`config.mk`:
```
export PLATFORM = sky130hd
export DESIGN_NAME = kong_keys_decoder
export DESIGN_NICKNAME = d
export VERILOG_FILES = /design/src/rtl/kong_keys_decoder.sv
export SDC_FILE = /design/constraint.sdc
export NUM_CORES = 1
export LEC_CHECK = 0
export CAP_MARGIN = 10
export CORE_ASPECT_RATIO = 0.7
export CORE_MARGIN = 1.5
export CORE_UTILIZATION = 45
export DETAILED_ROUTE_END_ITERATION = 7
export PLACE_DENSITY = 0.66
export SKIP_LAST_GASP = 1
export SLEW_MARGIN = 20
export SYNTH_ARGS = -nofsm -noshare
export SYNTH_HDL_FRONTEND = slang
export SYNTH_SLANG_ARGS = --single-unit
```
`constraint.sdc`:
```
create_clock -name clk -period 2.4 [get_ports clk]
set_clock_uncertainty 0.2 [all_clocks]
set_input_delay 0.48 -clock clk [delete_from_list [all_inputs] [get_ports clk]]
set_output_delay 0.48 -clock clk [all_outputs]
set_load 0.1 [all_outputs]
```
`src/rtl/kong_keys_decoder.sv`:
```
// PS/2 set-2 scan-code decoder producing the ask_move_* request levels for kong_logic.
// Optional build macro KONG_KEYS_WASD_EN adds W/A/S/D as alternative direction keys.
module kong_keys_decoder #(
  parameter int PREFIX_TIMEOUT = 50000
) (
  input  logic       clk,
  input  logic       resetN,
  input  logic       startOfFrame,
  input  logic [7:0] kbd_data,
  input  logic       kbd_valid,
  output logic       ask_move_right,
  output logic       ask_move_left,
  output logic       ask_move_up,
  output logic       ask_move_down,
  output logic       ask_move_jump
);

  localparam int CNT_W = (PREFIX_TIMEOUT > 2) ? $clog2(PREFIX_TIMEOUT) : 1;
  localparam logic [CNT_W-1:0] CNT_LAST = CNT_W'(PREFIX_TIMEOUT - 1);

  typedef enum logic [1:0] {IDLE, EXT, BRK, EXT_BRK} state_t;

  state_t           state, state_nxt;
  logic [CNT_W-1:0] cnt, cnt_nxt;
  logic             dec_en, dec_ext, dec_make;

  // Direction vectors are indexed {down, up, left, right}.
  logic [3:0] arrow_hit, wasd_hit;
  logic       space_hit;
  logic [3:0] held_arrow, held_arrow_nxt;
  logic [3:0] held_wasd, held_wasd_nxt;
  logic [3:0] tap, tap_nxt;
  logic       held_jump, held_jump_nxt;
  logic       jump_pending, jump_pending_nxt;
  logic [3:0] dir_p1, dir_nxt;

  always_comb begin
    state_nxt = state;
    dec_en    = 1'b0;
    dec_ext   = 1'b0;
    dec_make  = 1'b0;
    if (kbd_valid) begin
      unique case (state)
        IDLE: begin
          if (kbd_data == 8'hE0)      state_nxt = EXT;
          else if (kbd_data == 8'hF0) state_nxt = BRK;
          else begin
            dec_en   = 1'b1;
            dec_make = 1'b1;
          end
        end
        EXT: begin
          if (kbd_data == 8'hF0)      state_nxt = EXT_BRK;
          else if (kbd_data == 8'hE0) state_nxt = EXT;
          else begin
            dec_en    = 1'b1;
            dec_ext   = 1'b1;
            dec_make  = 1'b1;
            state_nxt = IDLE;
          end
        end
        BRK: begin
          dec_en    = 1'b1;
          state_nxt = IDLE;
        end
        EXT_BRK: begin
          dec_en    = 1'b1;
          dec_ext   = 1'b1;
          state_nxt = IDLE;
        end
        default: state_nxt = IDLE;
      endcase
    end else if (state != IDLE && cnt == CNT_LAST) begin
      // A stale prefix is dropped silently; no key state changes.
      state_nxt = IDLE;
    end
    cnt_nxt = (kbd_valid || state == IDLE || cnt == CNT_LAST) ? '0 : cnt + 1'b1;
  end

  always_comb begin
    arrow_hit = 4'b0000;
    wasd_hit  = 4'b0000;
    space_hit = 1'b0;
    if (dec_en && dec_ext) begin
      unique case (kbd_data)
        8'h74:   arrow_hit = 4'b0001;
        8'h6B:   arrow_hit = 4'b0010;
        8'h75:   arrow_hit = 4'b0100;
        8'h72:   arrow_hit = 4'b1000;
        default: arrow_hit = 4'b0000;
      endcase
    end
    if (dec_en && !dec_ext) begin
      space_hit = (kbd_data == 8'h29);
`ifdef KONG_KEYS_WASD_EN
      unique case (kbd_data)
        8'h23:   wasd_hit = 4'b0001;
        8'h1C:   wasd_hit = 4'b0010;
        8'h1D:   wasd_hit = 4'b0100;
        8'h1B:   wasd_hit = 4'b1000;
        default: wasd_hit = 4'b0000;
      endcase
`endif
    end
  end

  always_comb begin
    held_arrow_nxt   = dec_make ? (held_arrow | arrow_hit) : (held_arrow & ~arrow_hit);
`ifdef KONG_KEYS_WASD_EN
    held_wasd_nxt    = dec_make ? (held_wasd | wasd_hit) : (held_wasd & ~wasd_hit);
`else
    held_wasd_nxt    = 4'b0000;
`endif
    // Frame-strobe clear happens first so a make on the same clock survives into the next frame.
    tap_nxt          = (startOfFrame ? 4'b0000 : tap) | (dec_make ? (arrow_hit | wasd_hit) : 4'b0000);
    jump_pending_nxt = (startOfFrame ? 1'b0 : jump_pending) | (space_hit && dec_make && !held_jump);
    held_jump_nxt    = space_hit ? dec_make : held_jump;
    dir_nxt          = held_arrow_nxt | held_wasd_nxt | tap_nxt;
  end

  // Decode stage boundary: key state and output levels registered together.
  always_ff @(posedge clk or negedge resetN) begin
    if (!resetN) begin
      state        <= IDLE;
      cnt          <= '0;
      held_arrow   <= 4'b0000;
      held_wasd    <= 4'b0000;
      tap          <= 4'b0000;
      held_jump    <= 1'b0;
      jump_pending <= 1'b0;
      dir_p1       <= 4'b0000;
    end else begin
      state        <= state_nxt;
      cnt          <= cnt_nxt;
      held_arrow   <= held_arrow_nxt;
      held_wasd    <= held_wasd_nxt;
      tap          <= tap_nxt;
      held_jump    <= held_jump_nxt;
      jump_pending <= jump_pending_nxt;
      dir_p1       <= dir_nxt;
    end
  end

  assign ask_move_right = dir_p1[0];
  assign ask_move_left  = dir_p1[1];
  assign ask_move_up    = dir_p1[2];
  assign ask_move_down  = dir_p1[3];
  assign ask_move_jump  = jump_pending;

endmodule

```
==> results.yml <==
setup_path:
  arrival_ns: 2.09
  worstSetupEndpointType: "flop"
  crit_path_max_fanout: 3
  rrSetupSlack_ns: 0.53
  path_class: "in2reg"
  critPathRequiredTime_ns: 2.36
  r2r.worst_path.cells: 5
  crit_chain: "clkdlybuf4s50_1 > nor4b_2 > nor3b_2 > mux2_2 > nand2b_1"
  worst_r2r_endpoint: "cnt[4]$_DFF_PN0_"
  cp-startpoint: "kbd_data[0]"
  timing.rr.start: "cnt[0]$_DFF_PN0_"
  critPathLaunchType: "input port"
  max_stage_delay_ns: 0.46
  critical_path.endpoint: "dir_p1[3]$_DFF_PN0_"
  crit_slowest_cell: "sky130_fd_sc_hd__clkdlybuf4s50_1"
clock_network:
  cts.repair_timing.setup_buffer_count: 0
  clock_tree.buffer_depth: 2
  ctsHoldBuffers: 0
  cts.root.buffer_cell: "sky130_fd_sc_hd__clkbuf_8"
  cts_resized: 0
  cts_tree: "yes"
  numCtsBuffers: 5
  worst_setup_hold_path_clk_slew_ns: 0.06
  insertion_delay_ns: 0.28
  htreeDepth: 2
  cts_sinks: 32
floorplanning:
  floorplan.core_area_mm2: 0.00319
  die_height_um: 51.7
  std_cell_rows: 17
  floorplan.initialDensity_pct: 47.7
  die-width_um: 72.5
  ioPinCount: 17
  floorplan.die_area_mm2: 0.00375
sta:
  setup_repair_after_global_routing_missed_its_margin: "false"
  fin_ws_ns: 0.274
  setup_viols_final: 0
  timing_max_transition_violations_final: 0
  max_clock_freq_ghz: 0.470
  hold_viol: 0
  max_slew_margin_pct: 54.1
  totalNegativeSetupSlack_ns: 0
  timing.final.crit_share_pct: 88.6
  timing.final.crit_period_ns: 2.13
  max_slew.worst_pin.slew_ns: 0.689
global_route:
  global_router_s_overall_resource_usage_pct: 18.6
  grt_pass1_wl_um: 5090
  pin_count_of_the_biggest_net_entering_global_routing: 33
  grt_residual_overflow: 0
  first_global_vias: 1116
  grt_antenna_before_repair: 0
detailed_routing:
  drcViolationCount: 0
  wl_per_cell_um: 14.4
  detail_route.first_pass.iterations: 4
  ant_nets: 0
  drt_iter0_drc: 47
  wirelength_um: 2980
  num_vias: 1121
  vias_per_cell: 5.42
power:
  power_frac_clock_pct: 38.5
  internal-power_mw: 0.766
  comb_power_share_pct: 5.9
  power.sequential.fraction_pct: 55.5
  pwr_density_cell_mw_per_mm2: 537
  vdd_ir_max_v: 0.000328
  power_switching_share_pct: 21.5
  fin_total_pwr_mw: 0.976
  power.switching_mw: 0.210
  power_leakage_nw: 0.797
logic_synthesis:
  synth-seq-cells: 32
  synth.lib_cells_used.distinct: 36
  synth_edf_count: 0
  synthFlopType: "sky130_fd_sc_hd__dfrtp_1"
  avgSynthCellArea_um2: 10.6
  synthMuxAreaShare_pct: 1.48
  async_reset_ff_share_pct: 100
  number_of_instances_in_the_synthesized_netlist: 143
  synth-adder-area-share_pct: 0.822
  dominant_combinational_cell_family_by_area_after_synthesis: "simple AND/OR/NAND/NOR gates"
  synth_xor_xnor_area_share_pct: 8.05
  synth-simple-area-share_pct: 29.9
  synthesis.nets: 156
  syn_area_mm2: 0.00152
  synth_compound_gate_area_share_pct: 5.42
  yosysWarnings: 0
  sequential_area_share_after_synthesis_pct: 52.6
layout:
  multiInputGateArea_um2: 696
  final-seq-area_um2: 801
  areaGrowthSynthToFinish_pct: 19.4
  finalCoreUtilization_pct: 57.0
  fill_cells: 282
  final_cells: 207
  antennaDiodeCount: 0
  drive_gt1_share_pct: 14.8
  fin_nets: 182
placement:
  place_worst_setup_slack_ns: -0.0194
  placed_cells: 200
  detailed_place_hpwl_um: 2220
  place_congestion: 0.764
  buffer_ports.inserted: 16
outcome:
  outcome: "finished, final reports clean"
min_path:
  timing.hold.worst.class: "reg2reg"
job:
  max_cap_violations: 0
-- per-layer routing --
| metal | up-vias | wire, um | GRT usage (%) |
|---|---|---|---|
| met5 | - | 0 | 0 |
| met4 | 0 | 36 | 8.49 |
| met2 | 16 | 1290 | 26.8 |
| li1 | 555 | - | - |
| met3 | 5 | 107 | 5.23 |
| met1 | 545 | 1550 | 25.9 |
-- area by class of cell --
class | count | area share [%]
clock buffers | 6 | 3.99
clock inverters | 1 | 0.275
inverters | 5 | 1.03
multi-input cells | 105 | 38.3
flip-flops and latches | 32 | 44.0
well taps | 38 | 2.62
repair buffers | 20 | 9.77
-- Yosys cell counts, drive strengths merged (4+ instances only) --
cell    instances  share of area [%]
dfrtp          32                 53
inv             5                1.2
nand2          13                3.2
nand2b         10                4.1
nand3           6                2.0
nand4           4                2.1
nor2           17                4.2
nor4            6                2.9
o21ai           5                1.9
xnor2          11                6.3
-- critical path, delay by kind of cell --
family	cells	cell delay [ns]
and+or+nand+nor	3	0.78
muxes	1	0.37
buffers and inverters	1	0.46
-- power groups by stage --
stage / Clock, mW / Sequential [mW] / Combinational (mW)
after global routing: 0.410 / 0.542 / 0.0642
after floorplan: 0 / 0.553 / 0.0142
after global placement: 0 / 0.552 / 0.0577
final: 0.376 / 0.542 / 0.0580
after CTS: 0.392 / 0.542 / 0.0589
after detailed placement: 0 / 0.552 / 0.0588
-- cells in the final DEF (no fill, tap or decap), types with 3 or more instances in the layout --
master / n
sky130_fd_sc_hd__nand2_1: 13
sky130_fd_sc_hd__xor2_1: 3
sky130_fd_sc_hd__buf_4: 9
sky130_fd_sc_hd__nor2_1: 17
sky130_fd_sc_hd__xnor2_1: 11
sky130_fd_sc_hd__and3_1: 3
sky130_fd_sc_hd__clkbuf_8: 5
sky130_fd_sc_hd__nand2b_1: 10
sky130_fd_sc_hd__nor3_1: 3
sky130_fd_sc_hd__nand3_1: 6
sky130_fd_sc_hd__nand4_1: 3
sky130_fd_sc_hd__dfrtp_1: 32
sky130_fd_sc_hd__o21ai_0: 4
sky130_fd_sc_hd__nor4_1: 5
sky130_fd_sc_hd__clkdlybuf4s50_1: 11
sky130_fd_sc_hd__inv_1: 5
-- registers in the layout (all words and copies together) (netlist names) --
signal	count
held_arrow	4
tap	4
ask_move_jump	1
state	2
dir_p1	4
cnt	16
held_jump	1
-- metrics by stage --
stage	area, um^2	hold slack, ns
2_1_floorplan	1520	-0.0156
3_3_place_gp	1740	0.247
3_5_place_dp	1740	0.263
4_1_cts	1820	0.269
5_1_grt	1820	0.283
6_report	1820	0.268
-- worst min-delay path by stage --
| stage | startpoint | endpoint | slack (ns) | cells past startpoint |
|---|---|---|---|---|
| final | held_jump$_DFFE_PN0P_ | ask_move_jump$_DFF_PN0_ | 0.27 | 1 |
| after global routing | held_jump$_DFFE_PN0P_ | ask_move_jump$_DFF_PN0_ | 0.28 | 1 |
| after global placement | held_jump$_DFFE_PN0P_ | ask_move_jump$_DFF_PN0_ | 0.25 | 1 |
| after CTS | held_jump$_DFFE_PN0P_ | ask_move_jump$_DFF_PN0_ | 0.27 | 1 |
| after detailed placement | held_jump$_DFFE_PN0P_ | ask_move_jump$_DFF_PN0_ | 0.26 | 1 |
| after floorplan | resetN | ask_move_jump$_DFF_PN0_ | -0.02 | 0 |
-- kinds of logic (layout without fill, tap and decap cells) --
group                      after synthesis  after routing
AOI/OAI and AO/OA                       11             11
muxes                                    2              2
and+or+nand+nor                         77             77
buffers and inverters                    6             32
DFF                                     32             32
adders and majority gates                1              1
xor gates and xnor gates                14             14
Note: power is estimated with default switching activity, not from simulation.
